<file path="src/rtl/matmul_pool_pkg.sv">
// matmul_pool_pkg: shared state encoding, pool mode codes and width helpers for the matmul/pool engine
package matmul_pool_pkg;
  localparam logic [3:0] S_IDLE   = 4'd0;
  localparam logic [3:0] S_RD_A   = 4'd1;
  localparam logic [3:0] S_WAIT_A = 4'd2;
  localparam logic [3:0] S_RD_B   = 4'd3;
  localparam logic [3:0] S_WAIT_B = 4'd4;
  localparam logic [3:0] S_MAC    = 4'd5;
  localparam logic [3:0] S_STORE  = 4'd6;
  localparam logic [3:0] S_POOL   = 4'd7;
  localparam logic [3:0] S_WRITE  = 4'd8;
  localparam logic [3:0] S_DONE   = 4'd9;
  localparam logic POOL_AVG = 1'b0;
  localparam logic POOL_MAX = 1'b1;
  function automatic int acc_width(input int n, input int dw);
    return 2 * dw + $clog2(n);
  endfunction
  function automatic int pool_dim(input int n, input int p);
    return n / p;
  endfunction
endpackage

</file>
<file path="src/rtl/pool_window_unit.sv">
// pool_window_unit: reduces one PxP window of full-precision products to a saturated average or maximum
module pool_window_unit
  import matmul_pool_pkg::*;
#(
  parameter int P = 2,
  parameter int DW = 8,
  parameter int ACCW = 18
) (
  input  logic [P*P-1:0][ACCW-1:0] win,
  input  logic                     mode,
  output logic [DW-1:0]            result
);
  localparam int LP = $clog2(P * P);
  localparam int SW = ACCW + LP;
  logic [SW-1:0] sum;
  logic [ACCW-1:0] mx, sel;
  always_comb begin
    sum = '0;
    mx = '0;
    for (int i = 0; i < P * P; i++) begin
      sum = sum + SW'(win[i]);
      mx = win[i] > mx ? win[i] : mx;
    end
    sel = mode == POOL_MAX ? mx : ACCW'(sum >> LP);
    result = |sel[ACCW-1:DW] ? '1 : sel[DW-1:0];
  end
endmodule

</file>
<file path="src/rtl/matmul_pool_engine.sv">
// matmul_pool_engine: NxN matrix multiply followed by PxP average/max pooling over a simple memory interface
module matmul_pool_engine
  import matmul_pool_pkg::*;
#(
  parameter int N = 4,
  parameter int DW = 8,
  parameter int P = 2,
  parameter int AW = 10,
  parameter logic [AW-1:0] BASE_A = 'h000,
  parameter logic [AW-1:0] BASE_B = 'h100,
  parameter logic [AW-1:0] BASE_C = 'h200
) (
  input  logic                  clk,
  input  logic                  rst,
  input  logic                  kick_start,
  input  logic                  pool_mode,
  output logic                  ready,
  output logic                  done,
  output logic                  mem_en_read_A,
  output logic [AW-1:0]         mem_addr_A,
  input  logic [N*DW-1:0]       mem_data_A,
  output logic                  mem_en_read_B,
  output logic [AW-1:0]         mem_addr_B,
  input  logic [N*DW-1:0]       mem_data_B,
  output logic                  mem_en_write_C,
  output logic [AW-1:0]         mem_addr_C,
  output logic [(N/P)*DW-1:0]   mem_data_C
);
  localparam int ACCW = acc_width(N, DW);
  localparam int NP = pool_dim(N, P);
  localparam int CW = NP * DW;
  localparam int CNW = $clog2(N);
  localparam logic [CNW-1:0] LAST = CNW'(N - 1);
  localparam logic [CNW-1:0] NP_LAST = CNW'(NP - 1);
  logic [3:0] state;
  logic [CNW-1:0] r, c, k, pr, pc, wr;
  logic mode;
  logic [N*DW-1:0] a_buf, b_buf;
  logic [ACCW-1:0] acc;
  logic [ACCW-1:0] c_buf [N][N];
  logic [NP*CW-1:0] pooled;
  logic [P*P-1:0][ACCW-1:0] win;
  logic [DW-1:0] pool_out, a_el, b_el;
  assign a_el = DW'(a_buf >> (int'(k) * DW));
  assign b_el = DW'(b_buf >> (int'(k) * DW));
  always_comb begin
    win = '0;
    for (int i = 0; i < P; i++)
      for (int j = 0; j < P; j++)
        win[i*P+j] = c_buf[CNW'(int'(pr) * P + i)][CNW'(int'(pc) * P + j)];
  end
  pool_window_unit #(.P(P), .DW(DW), .ACCW(ACCW)) u_pool (
    .win(win),
    .mode(mode),
    .result(pool_out)
  );
  assign ready = state == S_IDLE;
  assign done = state == S_DONE;
  assign mem_en_read_A = state == S_RD_A;
  assign mem_en_read_B = state == S_RD_B;
  assign mem_en_write_C = state == S_WRITE;
  assign mem_addr_A = mem_en_read_A ? BASE_A + AW'(r) : '0;
  assign mem_addr_B = mem_en_read_B ? BASE_B + AW'(c) : '0;
  assign mem_addr_C = mem_en_write_C ? BASE_C + AW'(wr) : '0;
  assign mem_data_C = mem_en_write_C ? CW'(pooled >> (int'(wr) * CW)) : '0;
  always_ff @(posedge clk) begin
    if (rst) begin
      state <= S_IDLE;
      {r, c, k, pr, pc, wr} <= '0;
      mode <= POOL_AVG;
      a_buf <= '0;
      b_buf <= '0;
      acc <= '0;
      c_buf <= '{default: '0};
      pooled <= '0;
    end else begin
      case (state)
        S_IDLE: begin
          {r, c, k, pr, pc, wr} <= '0;
          a_buf <= '0;
          b_buf <= '0;
          acc <= '0;
          c_buf <= '{default: '0};
          pooled <= '0;
          if (kick_start) begin
            mode <= pool_mode;
            state <= S_RD_A;
          end
        end
        S_RD_A: state <= S_WAIT_A;
        S_WAIT_A: begin
          a_buf <= mem_data_A;
          state <= S_RD_B;
        end
        S_RD_B: state <= S_WAIT_B;
        S_WAIT_B: begin
          b_buf <= mem_data_B;
          acc <= '0;
          k <= '0;
          state <= S_MAC;
        end
        S_MAC: begin
          acc <= acc + ACCW'(a_el) * ACCW'(b_el);
          k <= k + 1'b1;
          if (k == LAST) state <= S_STORE;
        end
        S_STORE: begin
          c_buf[r][c] <= acc;
          if (r == LAST && c == LAST) begin
            {pr, pc} <= '0;
            state <= S_POOL;
          end else if (c == LAST) begin
            r <= r + 1'b1;
            c <= '0;
            state <= S_RD_A;
          end else begin
            c <= c + 1'b1;
            state <= S_RD_B;
          end
        end
        S_POOL: begin
          pooled[(int'(pr) * NP + int'(pc)) * DW +: DW] <= pool_out;
          pc <= pc == NP_LAST ? '0 : pc + 1'b1;
          if (pc == NP_LAST) begin
            pr <= pr + 1'b1;
            if (pr == NP_LAST) begin
              wr <= '0;
              state <= S_WRITE;
            end
          end
        end
        S_WRITE: begin
          wr <= wr + 1'b1;
          if (wr == NP_LAST) state <= S_DONE;
        end
        S_DONE: state <= S_IDLE;
        default: state <= S_IDLE;
      endcase
    end
  end
endmodule

</file>
<file path="config.mk">
export PLATFORM = sky130hd
export DESIGN_NAME = matmul_pool_engine
export DESIGN_NICKNAME = d
export VERILOG_FILES = /design/src/rtl/matmul_pool_pkg.sv /design/src/rtl/pool_window_unit.sv /design/src/rtl/matmul_pool_engine.sv
export SDC_FILE = /design/constraint.sdc
export NUM_CORES = 1
export LEC_CHECK = 0
export ABC_AREA = 1
export BUFFER_PORTS_ARGS = -buffer_cell sky130_fd_sc_hd__buf_4
export CORE_ASPECT_RATIO = 1.2
export CORE_MARGIN = 1.5
export CORE_UTILIZATION = 40
export DETAILED_ROUTE_END_ITERATION = 8
export PLACE_DENSITY = 0.56
export SYNTH_ARGS = -nofsm -noshare
export SYNTH_HDL_FRONTEND = slang
export SYNTH_HIERARCHICAL = 1
export SYNTH_SLANG_ARGS = --single-unit
</file>
<file path="constraint.sdc">
create_clock -name clk -period 10.21 [get_ports clk]
set_input_delay 0.5105 -clock clk [delete_from_list [all_inputs] [get_ports clk]]
set_output_delay 0.5105 -clock clk [all_outputs]
set_load 0.01 [all_outputs]
</file>
* Word level (Yosys, flattened, before mapping)
Index checks and enable logic that the tools add are counted.
** Word-level totals
- Bits of input ports :: 68
- Output and inout bits :: 51
- Flip-flop bits (word level) :: 419
- Logic and storage cells :: 173
** Operators by class
- Bitwise operators :: 6
- $mul :: 1
- $add $sub $neg :: 16
- Reductions and logical operators :: 20
- Mux-type cells :: 62
- Equal/unequal tests :: 23
- Order comparisons :: 12
- Shift-type cells :: 5
** Operators with widths (count)
- $pmux W288 S2 :: 1
- $mux W72 :: 5
- $bmux W72 S2 :: 2
- $bwmux W288 :: 1
- $mux W18 :: 14
- $pmux W32 S2 :: 3
- $bmux W18 S2 :: 4
- $demux W72 S2 :: 1
- $shr A32 B5 Y8 :: 2
- $gt A18 B18 Y1 :: 3
- $add A20 B18 Y20 :: 2
- $demux W18 S2 :: 1
- $pmux W18 S2 :: 1
- $pmux W4 S9 :: 1
- $neg A7 Y33 :: 1
- $shift A8 B33 Y32 const A :: 1
- $shiftx A8 B33 Y32 :: 1
- $bwmux W32 :: 1
- $shr A32 B6 Y16 :: 1
- $mux W2 :: 11
- $mux W10 :: 2
- $mux W4 :: 5
- $add A18 B18 Y19 :: 1
- $add A18 B16 Y18 :: 1
- other kinds (33) :: 79

* Longest topological paths before layout
- Depth in word-level cells :: 21
- Depth in mapped cells :: 52
- Gate-level depth less buffers :: 49

* Cells and area by module
Netlist, hierarchy kept.
** By module, submodules not included
- matmul_pool_engine :: sequential area each 8388.0 sq um, area an instance 21934.8 sq um, cells an instance 3056, times used 1
- pool_window_unit :: sequential area each 0.0 sq um, area an instance 4470.5 sq um, cells an instance 733, times used 1

* Worst setup path before layout
Ideal clock, no wire load.
- Path kind :: reg-to-reg
- Start :: register pr[0]
- End :: register pooled[31]
- Setup time :: 0.070 ns
- Path buffers :: 6
- Data required time :: 10.140 ns
- Stages on the path, launching flop included :: 46
- Arrival :: 6.040 ns
- Path slack :: 4.099 ns
- Period minus slack after synthesis :: 6.111 ns
- Cells stage by stage :: dfxtp_1 -> clkbuf_1 -> clkbuf_1 -> clkbuf_1 -> nor2_1 -> o22ai_1 -> inv_1 -> ha_1 -> a21o_1 -> nor2_1 -> nand2_1 -> nor2_1 -> nand2_4 -> nand2_4 -> buf_6 -> nand2_2 -> and2_1 -> ha_1 -> [... 10 more ...] -> ha_1 -> a21oi_1 -> o21ai_0 -> nand2_1 -> nand3_1 -> nand2_1 -> nand3_1 -> nand2_1 -> clkinv_1 -> nand3_1 -> nand2_1 -> nand2_2 -> nand2_4 -> nand2_1 -> nand2_1 -> inv_1 -> nand3_1 -> a21oi_1
** RTL lines
- start: declaration :: RTL line matmul_pool_engine.sv:36 : logic [CNW-1:0] r, c, k, pr, pc, wr;
- start signal: assignment :: RTL line matmul_pool_engine.sv:125 : pr <= pr + 1'b1;
- end signal: indexed assignment :: RTL line matmul_pool_engine.sv:122 : pooled[(int'(pr) * NP + int'(pc)) * DW +: DW] <= pool_out;
- end: declaration :: RTL line matmul_pool_engine.sv:41 : logic [NP*CW-1:0] pooled;

==> results.yml <==
sta:
  slew_viol_final: 0
  finalCritPeriodShare: 0.7770
  relSlewSlack: 0.2331
  hold_viol_final: 0
  fin_skew_ns: 0.04800
  min_period_ns: 7.933
  post-route-worst-setup-slack_ns: 2.277
  setup_viol: 0
  setup_tns_ns: 0
  rsz0062_at_grt: "no"
  fmax_ghz: 0.1261
  worst_slew_pin_slew_ns: 1.149
synthesis:
  synthesis.area_sq_um: 26410
  avgSynthCellArea_sq_um: 6.969
  postSynthCellCount: 3789
  synth-edff-count: 0
  postSynth.asyncResetShare: 0
  synthDominantCellAreaShare: 0.3177
  seq_area_frac_synth: 0.3177
  yosys_warnings: 6
  synth_cell_type_count: 50
  ys_ff_latch: 419
  netlist_top_cells_area: "dfxtp_1 (32%), a21oi_1 (9.8%), nand2_1 (9.8%), nand3_1 (7.1%), ha_1 (6.9%)"
  synth_largest_area_cell: "dfxtp_1"
  synth_ff_type: "dfxtp_1"
power_and_ir_drop:
  power.leakage_nw: 11.24
  power.share.clock: 0.258
  p_switching_mw: 3.207
  ir_worst_vdd_v: 0.0001697
  p_comb_frac: 0.491
  swShare: 0.4724
  power_mw: 6.789
  power_per_cell_area_nw_per_um2: 235.6
  power_frac_seq: 0.250
  internal_power_mw: 3.582
critical_path:
  critPathArrivalTime_ns: 8.45
  timing.rr.end: "pooled[29]"
  reg2reg_depth: 41
  path_common_cell: "nand2_1"
  startpoint: "pr[0]"
  r2r-start: "pr[0]"
  crit_required_ns: 10.73
  slowest_delay_ns: 0.71
  r2r_slack_ns: 2.28
  worstSetupEndpointType: "flip-flop"
  crit_fanout: 52
  cp_slowest_cell: "dfxtp_4"
  path_class: "reg2reg"
  start_kind: "flip-flop"
  critical_path.endpoint: "pooled[29]"
clocking:
  cts.clk_slew.worst_paths_ns: 0.06
  cts_inserted_buffers: 46
  htreeDepth: 2
  cts_sinks: 419
  clock_latency_ns: 0.63
  post-cts-setup-buffers: 0
  cts_tree: "done"
  clockBufferDepth: 3
  hold_buffers: 0
  root_buffer: "clkbuf_16"
  cts_resized: 0
grt:
  grt_usage: 0.2628
  grt_pass1_wl_microns: 141200
  gr-total-overflow: 0
  grt_max_degree: 225
  grt_pass1_vias: 23790
  antenna_found_initial: 0
die:
  boundaryPins: 119
  die_w_microns: 237.5
  die_y_microns: 284.5
  core_area_sq_um: 65600
  rows: 103
  start_util: 0.4025
  die-area_sq_um: 67570
placed_design:
  dpl.hpwl_microns: 60990
  dp_cells: 4485
  pre_cts_slack_ns: 2.318
  port_buffers: 96
  place_congestion: 0.9395
final_layout:
  syn2layout_area_growth_pct: 9.145
  drive_gt1_frac: 0.07672
  final_nets: 3976
  stdcell_count: 4568
  antenna_cells: 0
route:
  route.detailed.drc: 0
  vias: 25630
  wl_per_cell_microns: 20.01
  first_pass_iters: 5
  first_iter_violations: 2295
  viasPerCell: 5.611
  postRouteAntennaNets: 0
  routed_wl_microns: 91420
worst_hold_path:
  hp-class: "in2reg"
  hold_start: "mem_data_B[7]"
outcome:
  status: "finished clean"
flow_run:
  cap_violations: 0
## power by group through the flow
stage | Combinational (mW) | Sequential (mW) | Clock, mW
6_report | 3.34 | 1.70 | 1.75
5_1_grt | 3.70 | 1.70 | 1.84
4_1_cts | 3.32 | 1.70 | 1.78
3_5_place_dp | 3.30 | 1.74 | 0
3_3_place_gp | 3.33 | 1.73 | 0
2_1_floorplan | 2.41 | 1.71 | 0
## synthesized netlist by cell type, types with 16 or more instances
cell type	n
a21oi_1	519
nor2_1	276
nand4_1	177
fa_1	69
inv_1	333
nand2_1	687
o21ai_0	233
dfxtp_1	419
clkbuf_1	196
a32oi_1	16
nand3_1	377
buf_4	45
ha_1	146
buf_2	32
o22ai_1	75
buf_1	28
## worst min-delay path by stage
stage | cells past startpoint | endpoint
floorplan | 2 | mode
global placement | 2 | c_buf[40]
detailed placement | 2 | c_buf[167]
CTS | 3 | b_buf[23]
global route | 3 | b_buf[0]
finish | 3 | b_buf[7]
## critical path, delay by kind of cell, from the launching register on
family / cells / cell delay [ns]
AO/OA/AOI/OAI: 7 / 1.39
AND/OR/NAND/NOR: 24 / 3.13
flip-flops: 1 / 0.71
adder cells (fa/ha/maj): 3 / 0.97
buffers and inverters: 7 / 1.54
## registers in the layout (all words and copies together), names as in the netlist
register  flops
acc          18
c             2
wr            2
pr            2
c_buf       288
k             2
a_buf        32
pc            2
r             2
pooled       32
b_buf        32
mode          1
state         4
## cells by family after synthesis
logic type | Yosys count | synth area share
AOI/OAI and AO/OA | 879 | 0.1765
other | 1 | 0.0001420
buffers and inverters | 664 | 0.1036
DFF | 419 | 0.3177
muxes | 3 | 0.001137
and+or+nand+nor | 1585 | 0.2718
xor gates and xnor gates | 23 | 0.007629
adders and majority gates | 215 | 0.1215
## routing by layer
metal,GRT usage,vias to the layer above,part of all wire
met5,0,-,0
met4,0.08646,0,0.031
met3,0.02836,123,0.053
met2,0.4423,812,0.48
met1,0.3502,12180,0.44
li1,-,12520,-
## final cells by class
| cell class | count | area, sq um |
|---|---|---|
| tap | 840 | 1051 |
| sequential | 419 | 8393 |
| inverter | 359 | 1355 |
| multi-input combinational | 2727 | 15380 |
| fill | 6817 | 36780 |
| clock inverter | 15 | 229.0 |
| clock buffer | 68 | 1344 |
| timing repair buffer | 140 | 1071 |
## through the flow
step           hold slack [ns]    util  area (sq um)
6_report                0.1651  0.4394         28820
5_1_grt                 0.1605  0.4394         28820
4_1_cts                 0.1392  0.4394         28820
3_5_place_dp            0.4501  0.4154         27250
3_3_place_gp            0.4448  0.4154         27250
2_1_floorplan           0.4356       -         26480
## cells in the final DEF (no fill, tap or decap), types with 46 or more instances in the layout
master and instances:
fa_1 69, nand4_1 177, ha_1 143, nand3_1 377
dfxtp_1 417, clkbuf_16 46, nand2_1 686, inv_1 332
a21oi_1 519, o22ai_1 75, buf_4 138, o21ai_0 233
nor2_1 275
Power figures use the tool's default switching activity.
